--- src/rtl/mem_pkg.sv ---
// Shared encodings for the byte-serialising memory access unit:
// request sizes, FSM states and the DRAM byte-lane address mapping.
package mem_pkg;

    typedef enum logic [1:0] {
        SIZE_BYTE = 2'b00,
        SIZE_HALF = 2'b01,
        SIZE_WORD = 2'b10,
        SIZE_RSVD = 2'b11
    } size_e;

    typedef enum logic [1:0] {
        ST_IDLE   = 2'b00,
        ST_ACCESS = 2'b01,
        ST_DONE   = 2'b10
    } state_e;

    // DRAM holds one byte per word slot, so byte k lives at k << LANE_SHIFT.
    localparam int LANE_SHIFT = 2;

    function automatic logic [1:0] last_beat(size_e size);
        case (size)
            SIZE_BYTE: last_beat = 2'd0;
            SIZE_HALF: last_beat = 2'd1;
            default:   last_beat = 2'd3;
        endcase
    endfunction

    function automatic logic bad_request(size_e size, logic [1:0] addr_lsb);
        case (size)
            SIZE_BYTE: bad_request = 1'b0;
            SIZE_HALF: bad_request = addr_lsb[0];
            SIZE_WORD: bad_request = (addr_lsb != 2'b00);
            default:   bad_request = 1'b1;
        endcase
    endfunction

endpackage

--- src/rtl/load_extend.sv ---
// Sign/zero extension of assembled load data according to access size.
module load_extend
    import mem_pkg::*;
(
    input  size_e       size,
    input  logic        sgn,
    input  logic [31:0] raw,
    output logic [31:0] data
);

    always_comb begin
        data = raw;
        case (size)
            SIZE_BYTE: data = {{24{sgn & raw[7]}}, raw[7:0]};
            SIZE_HALF: data = {{16{sgn & raw[15]}}, raw[15:0]};
            default:   data = raw;
        endcase
    end

endmodule

--- src/rtl/mem_access_unit.sv ---
// Serialises 32-bit load/store requests into one byte-wide DRAM beat per byte,
// little-endian, and returns extended load data with a one-cycle response pulse.
module mem_access_unit
    import mem_pkg::*;
#(
    parameter int ADDR_WIDTH = 32
) (
    input  logic                  clk,
    input  logic                  rst,
    input  logic                  req_valid,
    output logic                  req_ready,
    input  logic [ADDR_WIDTH-1:0] req_addr,
    input  logic                  req_write,
    input  logic [1:0]            req_size,
    input  logic                  req_signed,
    input  logic [31:0]           req_wdata,
    output logic                  resp_valid,
    output logic [31:0]           resp_rdata,
    output logic                  resp_err,
    output logic [ADDR_WIDTH-1:0] mem_addr,
    output logic [7:0]            mem_wdata,
    output logic                  mem_we,
    input  logic [7:0]            mem_rdata
);

    state_e                state;
    logic [ADDR_WIDTH-1:0] addr_q;
    logic                  write_q;
    size_e                 size_q;
    logic                  sgn_q;
    logic [31:0]           wdata_q;
    logic [31:0]           raw_q;
    logic [1:0]            beat;
    logic [1:0]            last_q;

    logic [1:0]            beat_next;
    logic [ADDR_WIDTH-1:0] next_byte_addr;
    logic [31:0]           raw_next;
    logic [31:0]           ext_data;
    size_e                 req_size_e;

    assign req_size_e     = size_e'(req_size);
    assign req_ready      = (state == ST_IDLE) && !rst;
    assign beat_next      = beat + 2'd1;
    assign next_byte_addr = addr_q + ADDR_WIDTH'(beat_next);

    // Load data including the byte arriving on the current beat, so the final
    // beat's capture and the response can share one edge.
    always_comb begin
        raw_next = raw_q;
        raw_next[{beat, 3'b000} +: 8] = mem_rdata;
    end

    load_extend u_load_extend (
        .size (size_q),
        .sgn  (sgn_q),
        .raw  (raw_next),
        .data (ext_data)
    );

    always_ff @(posedge clk or posedge rst) begin
        if (rst) begin
            state      <= ST_IDLE;
            addr_q     <= '0;
            write_q    <= 1'b0;
            size_q     <= SIZE_BYTE;
            sgn_q      <= 1'b0;
            wdata_q    <= '0;
            raw_q      <= '0;
            beat       <= '0;
            last_q     <= '0;
            resp_valid <= 1'b0;
            resp_rdata <= '0;
            resp_err   <= 1'b0;
            mem_addr   <= '0;
            mem_wdata  <= '0;
            mem_we     <= 1'b0;
        end else begin
            case (state)
                ST_IDLE: begin
                    resp_valid <= 1'b0;
                    resp_rdata <= '0;
                    resp_err   <= 1'b0;
                    if (req_valid) begin
                        addr_q  <= req_addr;
                        write_q <= req_write;
                        size_q  <= req_size_e;
                        sgn_q   <= req_signed;
                        wdata_q <= req_wdata;
                        raw_q   <= '0;
                        beat    <= '0;
                        last_q  <= last_beat(req_size_e);
                        if (bad_request(req_size_e, req_addr[1:0])) begin
                            state      <= ST_DONE;
                            resp_valid <= 1'b1;
                            resp_err   <= 1'b1;
                        end else begin
                            state     <= ST_ACCESS;
                            mem_addr  <= req_addr << LANE_SHIFT;
                            mem_we    <= req_write;
                            mem_wdata <= req_write ? req_wdata[7:0] : 8'h00;
                        end
                    end
                end
                ST_ACCESS: begin
                    if (!write_q)
                        raw_q <= raw_next;
                    if (beat == last_q) begin
                        state      <= ST_DONE;
                        mem_addr   <= '0;
                        mem_wdata  <= '0;
                        mem_we     <= 1'b0;
                        resp_valid <= 1'b1;
                        resp_rdata <= write_q ? 32'h0 : ext_data;
                    end else begin
                        beat      <= beat_next;
                        mem_addr  <= next_byte_addr << LANE_SHIFT;
                        mem_wdata <= write_q ? wdata_q[{beat_next, 3'b000} +: 8] : 8'h00;
                    end
                end
                ST_DONE: begin
                    state      <= ST_IDLE;
                    resp_valid <= 1'b0;
                    resp_rdata <= '0;
                    resp_err   <= 1'b0;
                end
                default: state <= ST_IDLE;
            endcase
        end
    end

endmodule

--- config.mk ---
export PLATFORM = sky130hd
export DESIGN_NAME = mem_access_unit
export DESIGN_NICKNAME = d
export VERILOG_FILES = /design/src/rtl/mem_pkg.sv /design/src/rtl/load_extend.sv /design/src/rtl/mem_access_unit.sv
export SDC_FILE = /design/constraint.sdc
export NUM_CORES = 1
export LEC_CHECK = 0
export CORE_ASPECT_RATIO = 1.2
export CORE_MARGIN = 2
export CORE_UTILIZATION = 40
export CTS_CLUSTER_DIAMETER = 80
export DETAILED_ROUTE_END_ITERATION = 7
export PLACE_DENSITY_LB_ADDON = 0.12
export SLEW_MARGIN = 5
export SYNTH_ARGS = -nofsm -noshare
export SYNTH_HDL_FRONTEND = slang
export SYNTH_SLANG_ARGS = --single-unit
--- constraint.sdc ---
create_clock -name clk -period 13.9 [get_ports clk]
set_input_delay 2.085 -clock clk [delete_from_list [all_inputs] [get_ports clk]]
set_output_delay 2.085 -clock clk [all_outputs]
set_load 0.05 [all_outputs]
== Word-level counts from Yosys, hierarchy flattened ==
Cells that the tools add are included.
Word-level totals
  register bits: 179
  input port bits: 79
  output and inout bits: 76
  word-level logic and storage cells: 91
Cells by class
  $add $sub $neg: 3
  eq/ne operators: 11
  shift-type cells: 3
  mux-type cells: 38
  bitwise logic cells: 2
  reductions and logical operators: 19
Operators with widths (count)
  32-bit case mux with 2 select lines: 4
  32-bit 2-to-1 mux: 7
  8-bit 2-to-1 mux: 5
  32-bit bitwise mux: 1
  8-bit by 7-bit variable shift with 32-bit output (first input constant): 1
  32-bit by 6-bit indexed part select with 8-bit output: 1
  8-bit by 7-bit indexed part select with 32-bit output: 1
  30-bit by 2-bit adder with 30-bit output: 1
  8-bit case mux with 2 select lines: 1
  2-bit case mux with 2 select lines: 3
  2-bit 2-to-1 mux: 5
  2-bit inequality test (second input constant): 5
  3-bit AND reduction: 3
  1-bit 2-to-1 mux: 8
  2-bit AND reduction: 4
  2-bit nonzero test: 4
  5-bit negator with 7-bit output: 1
  2-bit by 1-bit equality test with 1-bit output (second input constant): 3
  2-bit zero test: 3
  1-bit case mux with 3 select lines: 2
  2-bit equality test (second input constant): 2
  1-bit case mux with 2 select lines: 2
  4-bit AND reduction: 1
  3-bit nonzero test: 1
  6 further kinds: 7

== Logic depth before layout (Yosys ltp) ==
Gate-level depths: netlist of run 1.
  word-level depth: 8
  depth in mapped cells: 10
  mapped depth without buffers: 9

== Cells and area by module ==
A second synthesis of run 1 with hierarchy kept.
Unflattened totals
  cell total of the unflattened synthesis: 941
  area, all modules: 9122.5 µm²
Modules (own cells, without submodules)
  mem_access_unit: times used 1, cells each 875, area an instance 8737.1 µm², seq. area each 4429.2 µm²
  load_extend: times used 1, cells each 66, area an instance 385.4 µm², seq. area each 0.0 µm²

== Least setup slack after synthesis of run 1 ==
No wires, ideal clock.
  kind: in2out
  start: in rst
  end: out req_ready
  arrival time: 2730 ps
  data required time: 11815 ps
  slack: 9085 ps
  stages: 1
  buffers on the path: 0
  path through: nor2_1
On the way
  word-level cells in the longest chain between the ends: 2
RTL lines
  start, declared: line mem_access_unit.sv:9  | input logic rst,
  1-bit zero test (no line)
  1-bit logical AND: line mem_access_unit.sv:43  | assign req_ready = (state == ST_IDLE) && !rst;
  end, declared: line mem_access_unit.sv:11  | output logic req_ready,
Every way passes these cells.

== Worst setup path in the final report of run 1 ==
Ends and elaborated chain as after synthesis.

==> results by group, run 1 <==
Global route
  • M3 GR Usage: 4.42%
  • Gr usage total: 20.8%
  • Initial antenna violation count: 0
  • First-pass GRT wire length: 35.5 mm
  • Most used routing layer: met2
  • Pin count of the biggest net entering global routing: 73
  • Total gr overflow: 0
  • M1 GR Usage: 27.0%
  • GR Layer Usage met2: 35.5%
  • Vias in the first global route: 6447

Timing
  • Achievable Freq: 179 MHz
  • Relative slew slack: 23.9%
  • Worst clock skew: 0.00909 ns
  • Setup TNS: 0 ns
  • RSZ-0062 raised after global routing: no
  • Tmin final: 5.58 ns
  • Final period util: 40.2%
  • Final Hold Vio Count: 0
  • Max Slew Vio Count: 0
  • Final hold slack: 0.473 ns
  • Worst slew pin tran: 1.14 ns
  • Setup Viol. Count Final: 0

Worst setup path
  • Worst reg2reg path startpoint: beat[0]
  • CP arrival: 3.50 ns
  • Worst EP required: 11.81 ns
  • CP Class: in -> out
  • Element type at the critical path start: primary input
  • Flop2flop setup slack: 9.05 ns
  • Critical R2R Capture: mem_addr[24]
  • Critical Path Start: rst
  • Critical-path maximum fanout: 2
  • Worst Reg-to-Reg Cells: 9
  • CP Capture Type: primary output
  • Capture point of the critical path: req_ready

Placement
  • # port buffers: 150
  • Post-DP HPWL: 14.9 mm
  • GPL Wtd Cong: 0.814

Pwr
  • PwrDens: 216 nW/um^2
  • Static leakage: 4.48 nW
  • Highest ir drop seen on vdd: 0.000138 V

Die
  • Die width: 136 um
  • Num rows: 58
  • Die Height: 163 um
  • Initial Utilization: 40.4%
  • I/O Pins: 155
  • Full die area: 22200 sq um
  • Core area: 20800 sq um

Routing
  • DR DRC count: 0
  • DR pass1 iterations: 4
  • Via/cell ratio: 5.37
  • Routed Wire Length: 22.1 mm
  • Routed Antenna Nets: 0
  • DR iter-0 viols: 398
  • Wirelength per Cell: 18.5 um
  • Vias: 6419

Final layout
  • Sequential cell area: 4430 sq um
  • Nets: 1002
  • Area Growth Syn to Fin: 27.2%
  • Fillers: 1891
  • Multi-input logic area: 3760 sq um
  • Commonest non-fill, non-tap cell in the layout: dfrtp_1
  • Share of cells above drive strength 1: 14.8%
  • Most frequent cells in the layout: dfrtp_1 (177), clkdlybuf4s50_1 (150), o21ai_0 (80)

Clock network
  • CTS Hold Bufs: 0
  • Num CTS Buffers: 17
  • H-tree levels: 4
  • CTS tree: yes
  • Root Buffer: clkbuf_16
  • Post-CTS resize count: 0
  • Worst-path clk slew: 0.07 ns
  • Skew-Pair Late Insertion Delay: 0.43 ns
  • # Post-CTS Setup Buffers: 0
  • Clock sink count: 177
  • CTS Buffer Depth: 2

Logic synthesis
  • Synth Area in Adders: 1.72%
  • Post-Synthesis Cells: 778
  • Post-synthesis register bit count: 177
  • Register area share after synthesis: 52.6%
  • Number of flops mapped to enable cells by yosys: 0
  • Async SR Flop Fraction: 100%
  • Syn_area_per_cell: 10.8 sq um
  • Post-Synth Simple-Gate Area: 13.7%
  • Synth Area in Compound Gates: 14.7%
  • Mapped cell area: 8420 sq um
  • Netlist cell types: 57
  • Top_reg_cell synth: dfrtp_1
  • Largest family of logic cells by synthesized area: compound AO/OA/AOI/OAI gates
  • Mux cell area share after synthesis: 11.4%
  • Xor and xnor area share after synthesis: 2.81%
  • Yosys warning total: 0

Status
  • Run status: finished clean

Worst hold path
  • Hold path depth: 2
  • Hold path startpoint: raw_q[16]
  • Hold Crit Class: reg -> reg

Job
  • Max-cap viol count: 0
metal layers:
metal | wire length, um | part of all wire [%]
met5 | 0 | 0
met2 | 11200 | 51
met3 | 790 | 3.6
met1 | 9840 | 45
met4 | 214 | 0.97
registers in the layout (all words and copies together), names as in the netlist, 2 cells and up:
name	count
addr_q	30
beat	2
last_q	2
mem_addr	30
mem_wdata	8
raw_q	32
resp_rdata	32
size_q	2
state	2
wdata_q	32
cell type report:
cell class / instances / share of cell area [%]
sequential: 177 / 41.3
multi-input combinational: 544 / 35.1
antenna: 1 / 0.0234
tap: 270 / 3.15
timing repair buffer: 157 / 14.5
clock inverter: 11 / 1.02
inverter: 15 / 0.572
clock buffer: 20 / 4.26
worst max-delay path, stage by stage:
cell and delay, ns:
clkdlybuf4s50_1 0.48, nor2_1 0.12, clkdlybuf4s50_1 0.81
per-stage QoR:
step	util (%)	cell area (sq um)	total power, mW	instances	setup WS [ns]
6_report	51.4	10700	2.32	1195	8.32
5_1_grt	51.4	10700	2.46	1194	8.24
4_1_cts	51.4	10700	2.34	1194	8.31
3_5_place_dp	48.7	10100	1.87	1163	8.32
3_3_place_gp	48.7	10100	1.86	1163	8.31
2_1_floorplan	-	8430	1.54	779	7.01
cell families (layout without fill, tap and decap cells):
family	Yosys count	in the layout
compound gates	196	196
xor+xnor	27	27
fa+ha+maj	11	11
buf+inv	58	203
flops	177	177
mux	77	77
other cells	1	3
simple gates	231	231
cells in the mapped netlist (10+ instances only):
| library cell | number | area, sq um |
|---|---|---|
| clkbuf_1 | 16 | 60.1 |
| xnor2_1 | 10 | 87.6 |
| xor2_1 | 17 | 149 |
| nor2b_1 | 34 | 213 |
| a22oi_1 | 10 | 75.1 |
| mux2_2 | 64 | 721 |
| buf_2 | 14 | 70.1 |
| ha_1 | 10 | 125 |
| nand2_1 | 79 | 297 |
| a211o_2 | 12 | 120 |
| nand3_1 | 19 | 95.1 |
| a221oi_1 | 11 | 96.3 |
| a21oi_1 | 39 | 195 |
| nor2_1 | 55 | 206 |
| dfrtp_1 | 177 | 4430 |
| o21ai_0 | 80 | 400 |
| inv_1 | 13 | 48.8 |
worst min-delay path by stage:
stage	slack, ns	end
after detailed placement	0.46	raw_q[12]
after global routing	0.50	resp_valid
final	0.47	raw_q[16]
after floorplan	0.44	raw_q[7]
after CTS	0.48	raw_q[6]
after global placement	0.45	raw_q[26]
report_power, final:
| group | switching, mW | internal (mW) |
|---|---|---|
| Clock | 0.211 | 0.257 |
| Combinational | 0.632 | 0.394 |
| Sequential | 0.138 | 0.685 |
| Total | 0.981 | 1.34 |
Note: power is estimated with default switching activity, not from simulation.
==> run 2, diff against run 1 <==
clock period = 5.7 ns   (was 13.9 ns; I/O delays follow)
==> run 2 against run 1 <==
Effect of this change: critical path depth increased by 6; worst hold slack gained 0.0019 ns; combinational power increased by 140%; cell area increased by 0.41%; wire length fell by 0.97%; worst setup slack got worse by 6.7 ns; global-route usage fell by 0.11 points; utilization is 0.21 points higher; clock skew fell by 0.0011 ns; cell count barely moved; first-iteration DRC count decreased by 32%; critical endpoint is now mem_addr[24]; largest cell class unchanged; largest power group unchanged; highest routed layer unchanged.
==> results by group, run 2 (same netlist as run 1, synthesis figures left out) <==
Pwr
  • Clock power frac: 21.2% (was 20.2%)
  • Net Sw Power: 2.37 mW (was 981 uW)
  • Switching Fraction: 41.5% (was 42.3%)
  • Internal Power: 3.34 mW (was 1.34 mW)
  • Static leakage: 4.50 nW (was 4.48 nW)
  • Gate power share: 43.6% (was 44.3%)
  • Total Power: 5.71 mW (was 2.32 mW)
  • Highest ir drop seen on vdd: 0.000314 V (was 0.000138 V)
  • Flop pwr share: 35.2% (was 35.5%)
  • PwrDens: 531 nW/um^2 (was 216 nW/um^2)

Routing
  • Routed Wire Length: 21.8 mm (was 22.1 mm)
  • DR DRC count: 0 (unchanged)
  • DR pass1 iterations: 5 (was 4)
  • Via/cell ratio: 5.38 (was 5.37)
  • Routed wl met3: 882 um (was 790 um)
  • DRT met1 WL: 9.50 mm (was 9.84 mm)
  • Met2 Wirelength: 11.1 mm (was 11.2 mm)
  • Vias: 6429 (was 6419)
  • DR iter-0 viols: 270 (was 398)
  • Uppermost layer routed: met4 (unchanged)
  • Wirelength per Cell: 18.3 um (was 18.5 um)
  • Routed Antenna Nets: 0 (unchanged)

Clock network
  • CTS tree: yes (unchanged)
  • Skew-Pair Late Insertion Delay: 0.42 ns (was 0.43 ns)
  • H-tree levels: 4 (unchanged)
  • # Post-CTS Setup Buffers: 0 (unchanged)
  • Num CTS Buffers: 17 (unchanged)
  • Post-CTS resize count: 0 (unchanged)
  • Root Buffer: clkbuf_16 (unchanged)
  • CTS Hold Bufs: 0 (unchanged)
  • Worst-path clk slew: 0.06 ns (was 0.07 ns)
  • Clock sink count: 177 (unchanged)
  • CTS Buffer Depth: 2 (unchanged)

Status
  • Run status: finished clean (unchanged)

Worst hold path
  • Hold Path End: raw_q[10] (was raw_q[16])
  • Hold path depth: 2 (unchanged)
  • Hold Crit Class: reg -> reg (unchanged)
  • Hold path startpoint: raw_q[10] (was raw_q[16])

Timing
  • Worst clock skew: 0.00801 ns (was 0.00909 ns)
  • RSZ-0062 raised after global routing: no (unchanged)
  • Relative slew slack: 21.1% (was 23.9%)
  • Final Hold Vio Count: 0 (unchanged)
  • Worst slew pin tran: 1.18 ns (was 1.14 ns)
  • Setup TNS: 0 ns (unchanged)
  • Final hold slack: 0.475 ns (was 0.473 ns)
  • Achievable Freq: 244 MHz
  • Setup Viol. Count Final: 0 (unchanged)
  • Worst setup margin: 1.59 ns (was 8.32 ns)
  • Tmin final: 4.11 ns
  • Final period util: 72.0%
  • Max Slew Vio Count: 0 (unchanged)

Global route
  • Pin count of the biggest net entering global routing: 102 (was 73)
  • Vias in the first global route: 6464 (was 6447)
  • Gr usage total: 20.7% (was 20.8%)
  • Initial antenna violation count: 0 (unchanged)
  • First-pass GRT wire length: 35.5 mm (about the same)
  • Total gr overflow: 0 (unchanged)

Die
  • Core area: 20800 sq um (unchanged)
  • I/O Pins: 155 (unchanged)
  • Initial Utilization: 40.4% (unchanged)
  • Die width: 136 um (unchanged)
  • Num rows: 58 (unchanged)
  • Die Height: 163 um (unchanged)
  • Full die area: 22200 sq um (unchanged)

Final layout
  • Share of cells above drive strength 1: 14.8% (about the same)
  • Area Growth Syn to Fin: 27.7% (was 27.2%)
  • Sequential cell area: 4430 sq um (unchanged)
  • Fillers: 1882 (was 1891)
  • Multi-input logic area: 3760 sq um (unchanged)
  • Nets: 1003 (was 1002)
  • Top Registers: raw_q x32, resp_rdata x32, wdata_q x32 (unchanged)
  • Most frequent cells in the layout: dfrtp_1 (177), clkdlybuf4s50_1 (150), o21ai_0 (80) (unchanged)
  • ANT cells: 0 (was 1)
  • Commonest non-fill, non-tap cell in the layout: dfrtp_1 (unchanged)

Worst setup path
  • Critical-path maximum fanout: 18 (was 2)
  • Element type at the critical path start: flop (was primary input)
  • Worst reg2reg path startpoint: beat[0] (unchanged)
  • CP Class: reg -> reg (was in -> out)
  • Critical R2R Capture: mem_addr[24] (unchanged)
  • Worst EP required: 6.00 ns (was 11.81 ns)
  • Flop2flop setup slack: 1.59 ns (was 9.05 ns)
  • Worst Reg-to-Reg Cells: 9 (unchanged)
  • CP arrival: 4.41 ns (was 3.50 ns)
  • CP Capture Type: flop (was primary output)

Placement
  • GPL Wtd Cong: 0.811 (was 0.814)
  • # port buffers: 150 (unchanged)
  • Post-DP HPWL: 15.0 mm (was 14.9 mm)
  • Pre-CTS setup slack: 1.59 ns (was 8.32 ns)

Job
  • Max-cap viol count: 0 (unchanged)
run 2: changes by cell type in the layout (fill, tap and decap cells not counted), sizes merged:
cell	change
clkinvlp	+1
inv	+2
clkbuf	+1
diode	-1
bufinv	+2
buf	+1
clkinv	-5
run 2: critical path, cell delays in order, from the launching register on:
cell	delay, ns
dfrtp_1	0.88
clkinv_1	0.48
ha_1	0.43
inv_1	0.11
fa_1	0.48
nand4b_1	0.31
nor3_1	0.65
nand2_1	0.16
mux2i_1	0.15
o32a_1	0.32
run 2: per-layer routing:
layer / GRT usage (%) / up-vias
met5: 0 / -
met4: 6.39 / 0
met3: 4.26 / 21
met2: 35.1 / 143
met1: 26.4 / 3208
li1: - / 3057
run 2: through the flow:
stage | cells | instance area (sq um) | util, %
2_1_floorplan | 779 | 8430 | -
3_3_place_gp | 1164 | 10200 | 48.8
3_5_place_dp | 1164 | 10200 | 48.8
4_1_cts | 1196 | 10800 | 51.7
5_1_grt | 1196 | 10800 | 51.7
6_report | 1196 | 10800 | 51.7
run 2: worst max-delay path by stage:
stage	from	to
after floorplan	rst	addr_q[0]
after global placement	beat[0]	mem_addr[24]
after detailed placement	beat[0]	mem_addr[24]
after CTS	beat[0]	mem_addr[24]
after global routing	beat[0]	mem_addr[24]
final	beat[0]	mem_addr[24]
run 2: area by class of cell:
type	count	area share, %
well taps	270	3.14
inverters	15	0.570
clock buffers	21	4.19
flip-flops and latches	177	41.2
repair buffers	158	14.5
multi-input cells	544	35.0
clock inverters	11	1.43
run 2: power by group through the flow:
stage	logic (mW)	clock network (mW)	registers, mW
2_1_floorplan	1.36	0	2.39
3_3_place_gp	2.50	0	2.02
3_5_place_dp	2.52	0	2.03
4_1_cts	2.53	1.24	2.01
5_1_grt	2.71	1.30	2.07
6_report	2.49	1.21	2.01
==> run 3, diff against run 2 <==
clock period = 3.6 ns   (was 5.7 ns; I/O delays follow)
==> run 3 against run 2 <==
Effect of this change: power is 57% higher; worst hold slack better by 0.00079 ns; utilization is 0.59 points higher; critical path depth is 1 higher; sequential cell count stayed put; clock skew is 0.0023 ns higher; via count is 0.48% lower; register-to-register slack worse by 0.97 ns; clock power is 45% higher; wire length is 0.63% higher; global-route usage is 0.28 points higher; cell count is 1.3% higher; critical path type unchanged; largest power group unchanged.
==> results by group, run 3 (same netlist as run 1, synthesis figures left out) <==
Worst hold path
  • Hold path startpoint: raw_q[14] (was raw_q[10])
  • Hold Crit Class: reg -> reg (unchanged)
  • Hold path depth: 2 (unchanged)

Routing
  • DR pass1 iterations: 4 (was 5)
  • DR DRC count: 0 (unchanged)
  • Routed Wire Length: 22.0 mm (was 21.8 mm)
  • Wirelength per Cell: 18.1 um (was 18.3 um)
  • Vias: 6398 (was 6429)
  • DR iter-0 viols: 341 (was 270)
  • Routed Antenna Nets: 0 (unchanged)
  • Via/cell ratio: 5.28 (was 5.38)

Clock network
  • Skew-Pair Late Insertion Delay: 0.43 ns (was 0.42 ns)
  • Clock sink count: 177 (unchanged)
  • CTS tree: yes (unchanged)
  • Num CTS Buffers: 17 (unchanged)
  • Root Buffer: clkbuf_16 (unchanged)
  • Worst-path clk slew: 0.07 ns (was 0.06 ns)
  • # Post-CTS Setup Buffers: 0 (unchanged)
  • CTS Buffer Depth: 2 (unchanged)
  • CTS Hold Bufs: 0 (unchanged)
  • Post-CTS resize count: 0 (unchanged)
  • H-tree levels: 4 (unchanged)

Timing
  • Relative slew slack: 24.4% (was 21.1%)
  • Tmin final: 2.97 ns (was 4.11 ns)
  • Setup Viol. Count Final: 0 (unchanged)
  • RSZ-0062 raised after global routing: no (unchanged)
  • Worst clock skew: 0.0103 ns (was 0.00801 ns)
  • Worst slew pin tran: 1.13 ns (was 1.18 ns)
  • Final Hold Vio Count: 0 (unchanged)
  • Setup TNS: 0 ns (unchanged)
  • Achievable Freq: 336 MHz (was 244 MHz)
  • Final period util: 82.6% (was 72.0%)
  • Max Slew Vio Count: 0 (unchanged)

Final layout
  • ANT cells: 0 (unchanged)
  • Share of cells above drive strength 1: 16.5% (was 14.8%)
  • Commonest non-fill, non-tap cell in the layout: dfrtp_1 (unchanged)
  • Area Growth Syn to Fin: 29.2% (was 27.7%)
  • Nets: 1020 (was 1003)
  • Fillers: 1931 (was 1882)
  • Sequential cell area: 4430 sq um (unchanged)
  • Top Registers: raw_q x32, resp_rdata x32, wdata_q x32 (unchanged)
  • Multi-input logic area: 3760 sq um (about the same)
  • Most frequent cells in the layout: dfrtp_1 (177), clkdlybuf4s50_1 (150), o21ai_0 (80) (unchanged)

Status
  • Run status: finished clean (unchanged)

Worst setup path
  • CP Capture Type: flop (unchanged)
  • Critical path's slowest cell: nor4_2 (was dfrtp_1)
  • Worst EP required: 3.89 ns (was 6.00 ns)
  • Critical-path maximum fanout: 13 (was 18)
  • Buf+Inv Stages, Crit Path: 3 (was 2)
  • Delay-heaviest family, CP: simple AND/OR/NAND/NOR gates (unchanged)
  • Worst reg2reg path startpoint: beat[0] (unchanged)
  • Max incr delay on CP: 0.68 ns (was 0.88 ns)
  • CP Class: reg -> reg (unchanged)
  • Element type at the critical path start: flop (unchanged)
  • Critical Path Start: beat[0] (unchanged)
  • CP arrival: 3.26 ns (was 4.41 ns)
  • WP depth: 10 (was 9)
  • Worst Reg-to-Reg Cells: 10 (was 9)
  • Critical path cell sequence: clkinv_1, ha_1, buf_4, ha_1, a21oi_1, buf_4, nor4_2, nand4_1, xor2_1, o21ai_0 (was clkinv_1, ha_1, inv_1, fa_1, nand4b_1, nor3_1, nand2_1, mux2i_1, o32a_1)

Job
  • Max-cap viol count: 0 (unchanged)

Global route
  • First-pass GRT wire length: 35.8 mm (was 35.5 mm)
  • Initial antenna violation count: 0 (unchanged)
  • Gr usage total: 21.0% (was 20.7%)
  • Pin count of the biggest net entering global routing: 41 (was 102)
  • Total gr overflow: 0 (unchanged)
  • Vias in the first global route: 6609 (was 6464)

Die
  • Die width: 136 um (unchanged)
  • Num rows: 58 (unchanged)
  • I/O Pins: 155 (unchanged)
  • Die Height: 163 um (unchanged)
  • Full die area: 22200 sq um (unchanged)
  • Core area: 20800 sq um (unchanged)
  • Initial Utilization: 40.4% (unchanged)

Pwr
  • Static leakage: 4.57 nW (was 4.50 nW)
  • Total Power: 8.98 mW (was 5.71 mW)
  • Highest ir drop seen on vdd: 0.000485 V (was 0.000314 V)
  • PwrDens: 826 nW/um^2 (was 531 nW/um^2)

Placement
  • Post-DP HPWL: 15.2 mm (was 15.0 mm)
  • # port buffers: 150 (unchanged)
  • GPL Wtd Cong: 0.839 (was 0.811)
run 3: cell types whose count changed in the layout (fill, tap and decap cells not counted), moves of 2 or more:
cell       before  now
buf_4           8   21
buf_12          0    4
clkinv_4        0    3
inv_6           4    1
bufinv_16       3    1
clkbuf_1        3    1
clkinv_2        0    2
run 3: area by class of cell:
type | instances | share of cell area (%)
clock inverter | 12 | 1.03
sequential | 177 | 40.7
tap | 270 | 3.10
clock buffer | 19 | 4.07
inverter | 15 | 0.552
timing repair buffer | 175 | 16.0
multi-input combinational | 544 | 34.5
run 3: through the flow:
step                      hold slack, ns  util [%]  instances  setup slack [ns]  area (sq um)
after detailed placement           0.464      49.6       1181             0.607         10300
final                              0.476      52.2       1212             0.627         10900
after global placement             0.453      49.6       1181             0.599         10300
after floorplan                    0.441         -        779             0.681          8430
after global routing               0.501      52.2       1212             0.391         10900
after CTS                          0.478      52.2       1212             0.576         10900
run 3: where the power goes:
group          switching (mW)  leakage (nW)  internal, mW  total [mW]
registers               0.505          2.25          2.65        3.15
logic                    2.47          2.06          1.60        4.07
clock network           0.793         0.257         0.969        1.76
run 3: worst register-to-register path, delay by kind of cell, from the launching register on:
family / cells / cell delay [ns]
xor gates and xnor gates: 1 / 0.18
and+or+nand+nor: 2 / 0.88
adders and majority gates: 2 / 0.69
DFF: 1 / 0.34
AOI/OAI and AO/OA: 2 / 0.14
buffers and inverters: 3 / 0.62
run 3: layer usage:
layer  up-vias  wire (um)  global-route usage (%)
met5         -          0                       0
met4         0        132                    5.59
met3         7        844                    4.54
met2       126      11400                    35.3
met1      3183       9600                    27.2
li1       3082          -                       -
run 3: path summary, 6_finish.rpt:
kind | to | slack [ns]
setup / recovery | mem_addr[27] | 0.63
hold / removal | raw_q[14] | 0.48
setup reg to reg | mem_addr[27] | 0.63
hold reg to reg | raw_q[14] | 0.48
max in group asynchronous | addr_q[0] | 2.18
min in group asynchronous | mem_addr[30] | 0.70
